==> config.mk <==
export PLATFORM = sky130hd
export DESIGN_NAME = mul_sched
export DESIGN_NICKNAME = d
export VERILOG_FILES = /design/src/rtl/mul_sched.sv
export SDC_FILE = /design/constraint.sdc
export NUM_CORES = 1
export LEC_CHECK = 0
export BUFFER_PORTS_ARGS = -buffer_cell sky130_fd_sc_hd__buf_2
export CORE_UTILIZATION = 50
export CTS_CLUSTER_DIAMETER = 80
export DETAILED_ROUTE_END_ITERATION = 10
export GPL_ROUTABILITY_DRIVEN = 1
export HOLD_SLACK_MARGIN = 0.03
export PLACE_DENSITY = 0.72
export SLEW_MARGIN = 30
export SYNTH_ARGS = -nofsm -noshare
export SYNTH_HDL_FRONTEND = slang
export SYNTH_SLANG_ARGS = --single-unit
==> constraint.sdc <==
create_clock -name clk -period 7.98 [get_ports clk]
set_input_delay 1.596 -clock clk [delete_from_list [all_inputs] [get_ports clk]]
set_output_delay 1.596 -clock clk [all_outputs]
set_load 0.02 [all_outputs]
==> src/rtl/mul_sched.sv <==
`default_nettype none
// ==================================================================
// mul_sched: two-requester round-robin front end sharing one
// iterative shift-add unsigned multiplier.  Rev 1.0
// ==================================================================
module mul_sched #(
  parameter int WIDTH = 16
) (
  input  logic             clk,
  input  logic             reset,
  input  logic             req0,
  input  logic [WIDTH-1:0] a0,
  input  logic [WIDTH-1:0] b0,
  input  logic             req1,
  input  logic [WIDTH-1:0] a1,
  input  logic [WIDTH-1:0] b1,
  output logic             gnt0,
  output logic             gnt1,
  output logic             done0,
  output logic             done1,
  output logic [WIDTH-1:0] m,
  output logic [WIDTH-1:0] n,
  output logic             busy
);

  localparam int CW = (WIDTH > 1) ? $clog2(WIDTH) : 1;
  localparam logic [CW-1:0] C_CNT_LAST = CW'(WIDTH - 1);

  localparam logic [1:0] C_IDLE = 2'd0;
  localparam logic [1:0] C_RUN  = 2'd1;
  localparam logic [1:0] C_DONE = 2'd2;

  logic [1:0]         state_q, state_d;
  logic [CW-1:0]      cnt_q, cnt_d;
  logic [WIDTH-1:0]   a_q, a_d;
  logic [WIDTH-1:0]   b_q, b_d;
  logic [2*WIDTH-1:0] acc_q, acc_d;
  logic               last_q, last_d;
  logic               owner_q, owner_d;
  logic [WIDTH-1:0]   m_q, m_d;
  logic [WIDTH-1:0]   n_q, n_d;
  logic               gnt0_q, gnt0_d;
  logic               gnt1_q, gnt1_d;
  logic               done0_q, done0_d;
  logic               done1_q, done1_d;
  logic               busy_q, busy_d;

  logic [2*WIDTH-1:0] addend;
  logic [2*WIDTH-1:0] acc_sum;
  logic               pick1;

  always_comb begin
    state_d = state_q;
    cnt_d   = cnt_q;
    a_d     = a_q;
    b_d     = b_q;
    acc_d   = acc_q;
    last_d  = last_q;
    owner_d = owner_q;
    m_d     = m_q;
    n_d     = n_q;
    gnt0_d  = 1'b0;
    gnt1_d  = 1'b0;
    done0_d = 1'b0;
    done1_d = 1'b0;

    addend  = {{WIDTH{1'b0}}, b_q} << cnt_q;
    acc_sum = acc_q + (a_q[cnt_q] ? addend : '0);
    // requester 1 wins when alone, or on a tie when 0 was served last
    pick1   = req1 & (~req0 | ~last_q);

    case (state_q)
      C_IDLE: begin
        if (req0 | req1) begin
          state_d = C_RUN;
          a_d     = pick1 ? a1 : a0;
          b_d     = pick1 ? b1 : b0;
          acc_d   = '0;
          cnt_d   = '0;
          last_d  = pick1;
          owner_d = pick1;
          gnt0_d  = ~pick1;
          gnt1_d  = pick1;
        end
      end
      C_RUN: begin
        acc_d = acc_sum;
        cnt_d = cnt_q + 1'b1;
        if (cnt_q == C_CNT_LAST) begin
          state_d = C_DONE;
          cnt_d   = '0;
          m_d     = acc_sum[WIDTH-1:0];
          n_d     = acc_sum[2*WIDTH-1:WIDTH];
          done0_d = ~owner_q;
          done1_d = owner_q;
        end
      end
      C_DONE: begin
        state_d = C_IDLE;
      end
      default: begin
        state_d = C_IDLE;
      end
    endcase

    busy_d = (state_d != C_IDLE);
  end

  always_ff @(posedge clk or posedge reset) begin
    if (reset) begin
      state_q <= C_IDLE;
      cnt_q   <= '0;
      a_q     <= '0;
      b_q     <= '0;
      acc_q   <= '0;
      last_q  <= 1'b1;
      owner_q <= 1'b0;
      m_q     <= '0;
      n_q     <= '0;
      gnt0_q  <= 1'b0;
      gnt1_q  <= 1'b0;
      done0_q <= 1'b0;
      done1_q <= 1'b0;
      busy_q  <= 1'b0;
    end else begin
      state_q <= state_d;
      cnt_q   <= cnt_d;
      a_q     <= a_d;
      b_q     <= b_d;
      acc_q   <= acc_d;
      last_q  <= last_d;
      owner_q <= owner_d;
      m_q     <= m_d;
      n_q     <= n_d;
      gnt0_q  <= gnt0_d;
      gnt1_q  <= gnt1_d;
      done0_q <= done0_d;
      done1_q <= done1_d;
      busy_q  <= busy_d;
    end
  end

  assign gnt0  = gnt0_q;
  assign gnt1  = gnt1_q;
  assign done0 = done0_q;
  assign done1 = done1_q;
  assign m     = m_q;
  assign n     = n_q;
  assign busy  = busy_q;

endmodule
`default_nettype wire

==> impl_metrics.yaml <==
synth:
  synth_top_family_by_area: "compound AO/OA/AOI/OAI gates"
  synth_xor_area_frac: 0.0374
  synth_compound_area_frac: 0.192
  synth-seq-cells: 109
  syn_area_per_cell_sq_um: 9.19
  yosysTopAreaCellShare: 0.398
  syn_area_sq_mm: 0.00679
  synth_seq_area_share: 0.402
  synth_common_cells: "133 x nand2_1, 108 x dfrtp_1, 70 x o21ai_0, 58 x nor2_1, 38 x mux2i_1"
  synth_ff_type: "dfrtp_1"
  yosysTopAreaCell: "dfrtp_1"
  synth-simple-area-share: 0.158
  synth_edf_count: 0
  synth_mux_area_frac: 0.113
  synthArstFlopShare: 1.00
  ys_warn_count: 0
  synth_adder_area_share: 0.0619
  synthesis.instances: 739
  yosysMostFrequentCell: "nand2_1"
  synth_area_leaders: "dfrtp_1 40%, nand2_1 7.4%, ha_1 5.9%"
  synth_nets: 840
  ys_types: 64
routing:
  vias: 5674
  first_iter_violations: 313
  drtAntennaViolNets: 0
  drt-vias-per-instance: 5.67
  drc: 0
  wl_per_cell_microns: 16.3
  firstDrtPassIters: 5
  routed_wirelength_microns: 16300
pwr:
  power_mw: 3.67
  p_seq_frac: 0.278
  ir_drop_mv: 0.197
  p_per_area_mw_per_mm2: 473
  p_sw_mw: 1.72
  internal_power_mw: 1.94
  power.share.switching: 0.470
  p_leak_nw: 3.76
  combPwrFrac: 0.598
  p_clk_frac: 0.124
timing:
  fin_crit_ns: 4.71
  hold_viol_final: 0
  fin_ws_ns: 3.27
  finalCritPeriodShare: 0.590
  finalSetupViolations: 0
  tns_ns: 0
  holdWs_ns: 0.460
  relSlewSlack: 0.411
  fmax_mhz: 212
  worstMarginPinSlew_ns: 0.883
  rsz0062_at_grt: "no"
  drv_slew: 0
  finClkSkew_ns: 0.00860
die:
  dieWidth_microns: 119
  dieArea_sq_mm: 0.0141
  initial_core_util: 0.513
  rows: 42
  core-area_sq_mm: 0.0132
  die_h_microns: 119
  io_pins: 105
critical_path:
  cp_data_required_time_ns: 8.22
  slowest_stage: "and2_1"
  slowest_delay_ns: 0.50
  critPathLaunchType: "flip-flop"
  worstPathMaxFanout: 35
  end_kind: "flip-flop"
  cp.arrival_ns: 4.95
  critPathKind: "reg2reg"
  cp_common_cell: "a211oi_1"
  cp_cell_sequence: "buf_4 > mux2i_1 > nor2_1 > o31ai_1 > a21oi_1 > o21ai_0 > and2_1 > a211oi_1 > ha_1 > a211oi_1 > o211ai_1 > a32oi_1 > o211ai_2 > a31oi_1 > o41ai_2 > xor2_1 > mux2_2"
  r2r_slack_ns: 3.27
cts:
  numCtsBuffers: 9
  root_buffer: "clkbuf_16"
  clkLatencyLatePin_ns: 0.36
  cts_resized: 0
  cts_tree: "built"
  cts_sinks: 109
  clock_path_buffers: 2
  path_clk_slew_ns: 0.07
  cts_setup_buffers: 0
  cts-hold-fix-buffers: 0
  h-tree-depth: 3
grt:
  antenna_found_initial: 0
  grt_pass1_vias: 5635
  track_usage: 0.247
  grt_pass1_wl_microns: 27600
  grt_overflow: 0
  grt_max_degree: 71
cells_and_area:
  final_util: 0.586
  fillCellCount: 1177
  instances_no_fill: 1000
  layout-drive-gt1-share: 0.204
  register_area_sq_mm: 0.00273
  antenna-diode-count: 0
  multi_input_area_sq_mm: 0.00384
  nNetsFinal: 920
  syn_to_final_growth_pct: 14.2
  fin_area_sq_mm: 0.00776
placed_design:
  place_area_sq_mm: 0.00744
  placed_cells: 983
  portBuffers: 104
  place_congestion: 0.930
  hpwl_microns: 12300
  pre_cts_ws_ns: 3.10
hold_path:
  hp-class: "reg2reg"
status:
  outcome: "complete, no violations"
run:
  maxCapViolations: 0
[final timing paths]
check,startpoint,endpoint,cells after the start
worst max-delay path,cnt_q[0],n[14],17
worst min-delay path,owner_q,done0,1
worst max register to register,cnt_q[0],n[14],17
worst min register to register,owner_q,done0,1
max in group asynchronous,reset,cnt_q[1],3
min in group asynchronous,reset,owner_q,2
[kinds of logic (layout without fill, tap and decap cells)]
family                   after synthesis  after routing
adder cells (fa/ha/maj)               33             33
flip-flops                           109            109
AND/OR/NAND/NOR                      249            249
buffers and inverters                 62            147
AO/OA/AOI/OAI                        196            196
multiplexers                          61             61
XOR/XNOR                              29             29
[layout make-up]
type                       instances  share of cell area
multi-input combinational        568               0.495
sequential                       109               0.352
timing repair buffer             111              0.0753
clock buffer                      11              0.0313
tap                              176              0.0284
inverter                          20              0.0100
clock inverter                     5             0.00758
[power groups by stage]
stage / clock (mW) / combinational (mW) / sequential, mW
floorplan: 0 / 1.64 / 1.03
global route: 0.486 / 2.43 / 1.06
finish: 0.454 / 2.19 / 1.02
CTS: 0.462 / 2.19 / 1.02
global placement: 0 / 2.13 / 1.02
detailed placement: 0 / 2.18 / 1.03
[routing by layer]
layer | vias to the layer above | global-route usage | wire [microns]
met5 | - | 0 | 0
li1 | 2807 | - | -
met2 | 143 | 0.409 | 7700
met1 | 2702 | 0.334 | 7650
met4 | 0 | 0.0839 | 351
met3 | 22 | 0.0299 | 559
[worst max-delay path, delay by kind of cell, from the launching register on]
kind,cells,cell delay (ns)
xor gates and xnor gates,1,0.15
AOI/OAI and AO/OA,10,2.11
adders and majority gates,1,0.42
buffers and inverters,1,0.39
muxes,2,0.58
and+or+nand+nor,2,0.61
DFF,1,0.33
[state kept, by name (all words and copies together), names as in the netlist]
| signal | count |
|---|---|
| done0 | 1 |
| n | 16 |
| m | 16 |
| last_q | 1 |
| b_q | 16 |
| state_q | 2 |
| owner_q | 1 |
| gnt0 | 1 |
| done1 | 1 |
| busy | 1 |
| a_q | 16 |
| cnt_q | 4 |
| acc_q | 32 |
| gnt1 | 1 |
[layout by cell type (no fill, tap or decap), types with 6 or more instances in the layout]
cell / instances
mux4_2: 11
a222oi_1: 8
nand4_1: 6
inv_1: 19
ha_1: 32
a22o_1: 19
dfrtp_1: 107
buf_2: 104
mux2i_1: 38
mux2_2: 11
xnor2_1: 19
nand3_1: 15
o21ai_0: 69
a31oi_1: 8
xor2_1: 10
a21oi_1: 35
o211ai_1: 6
a211oi_1: 13
and2_1: 12
clkbuf_16: 9
nor2_1: 58
nor3_1: 6
nand2_1: 133
Power figures use the tool's default switching activity.
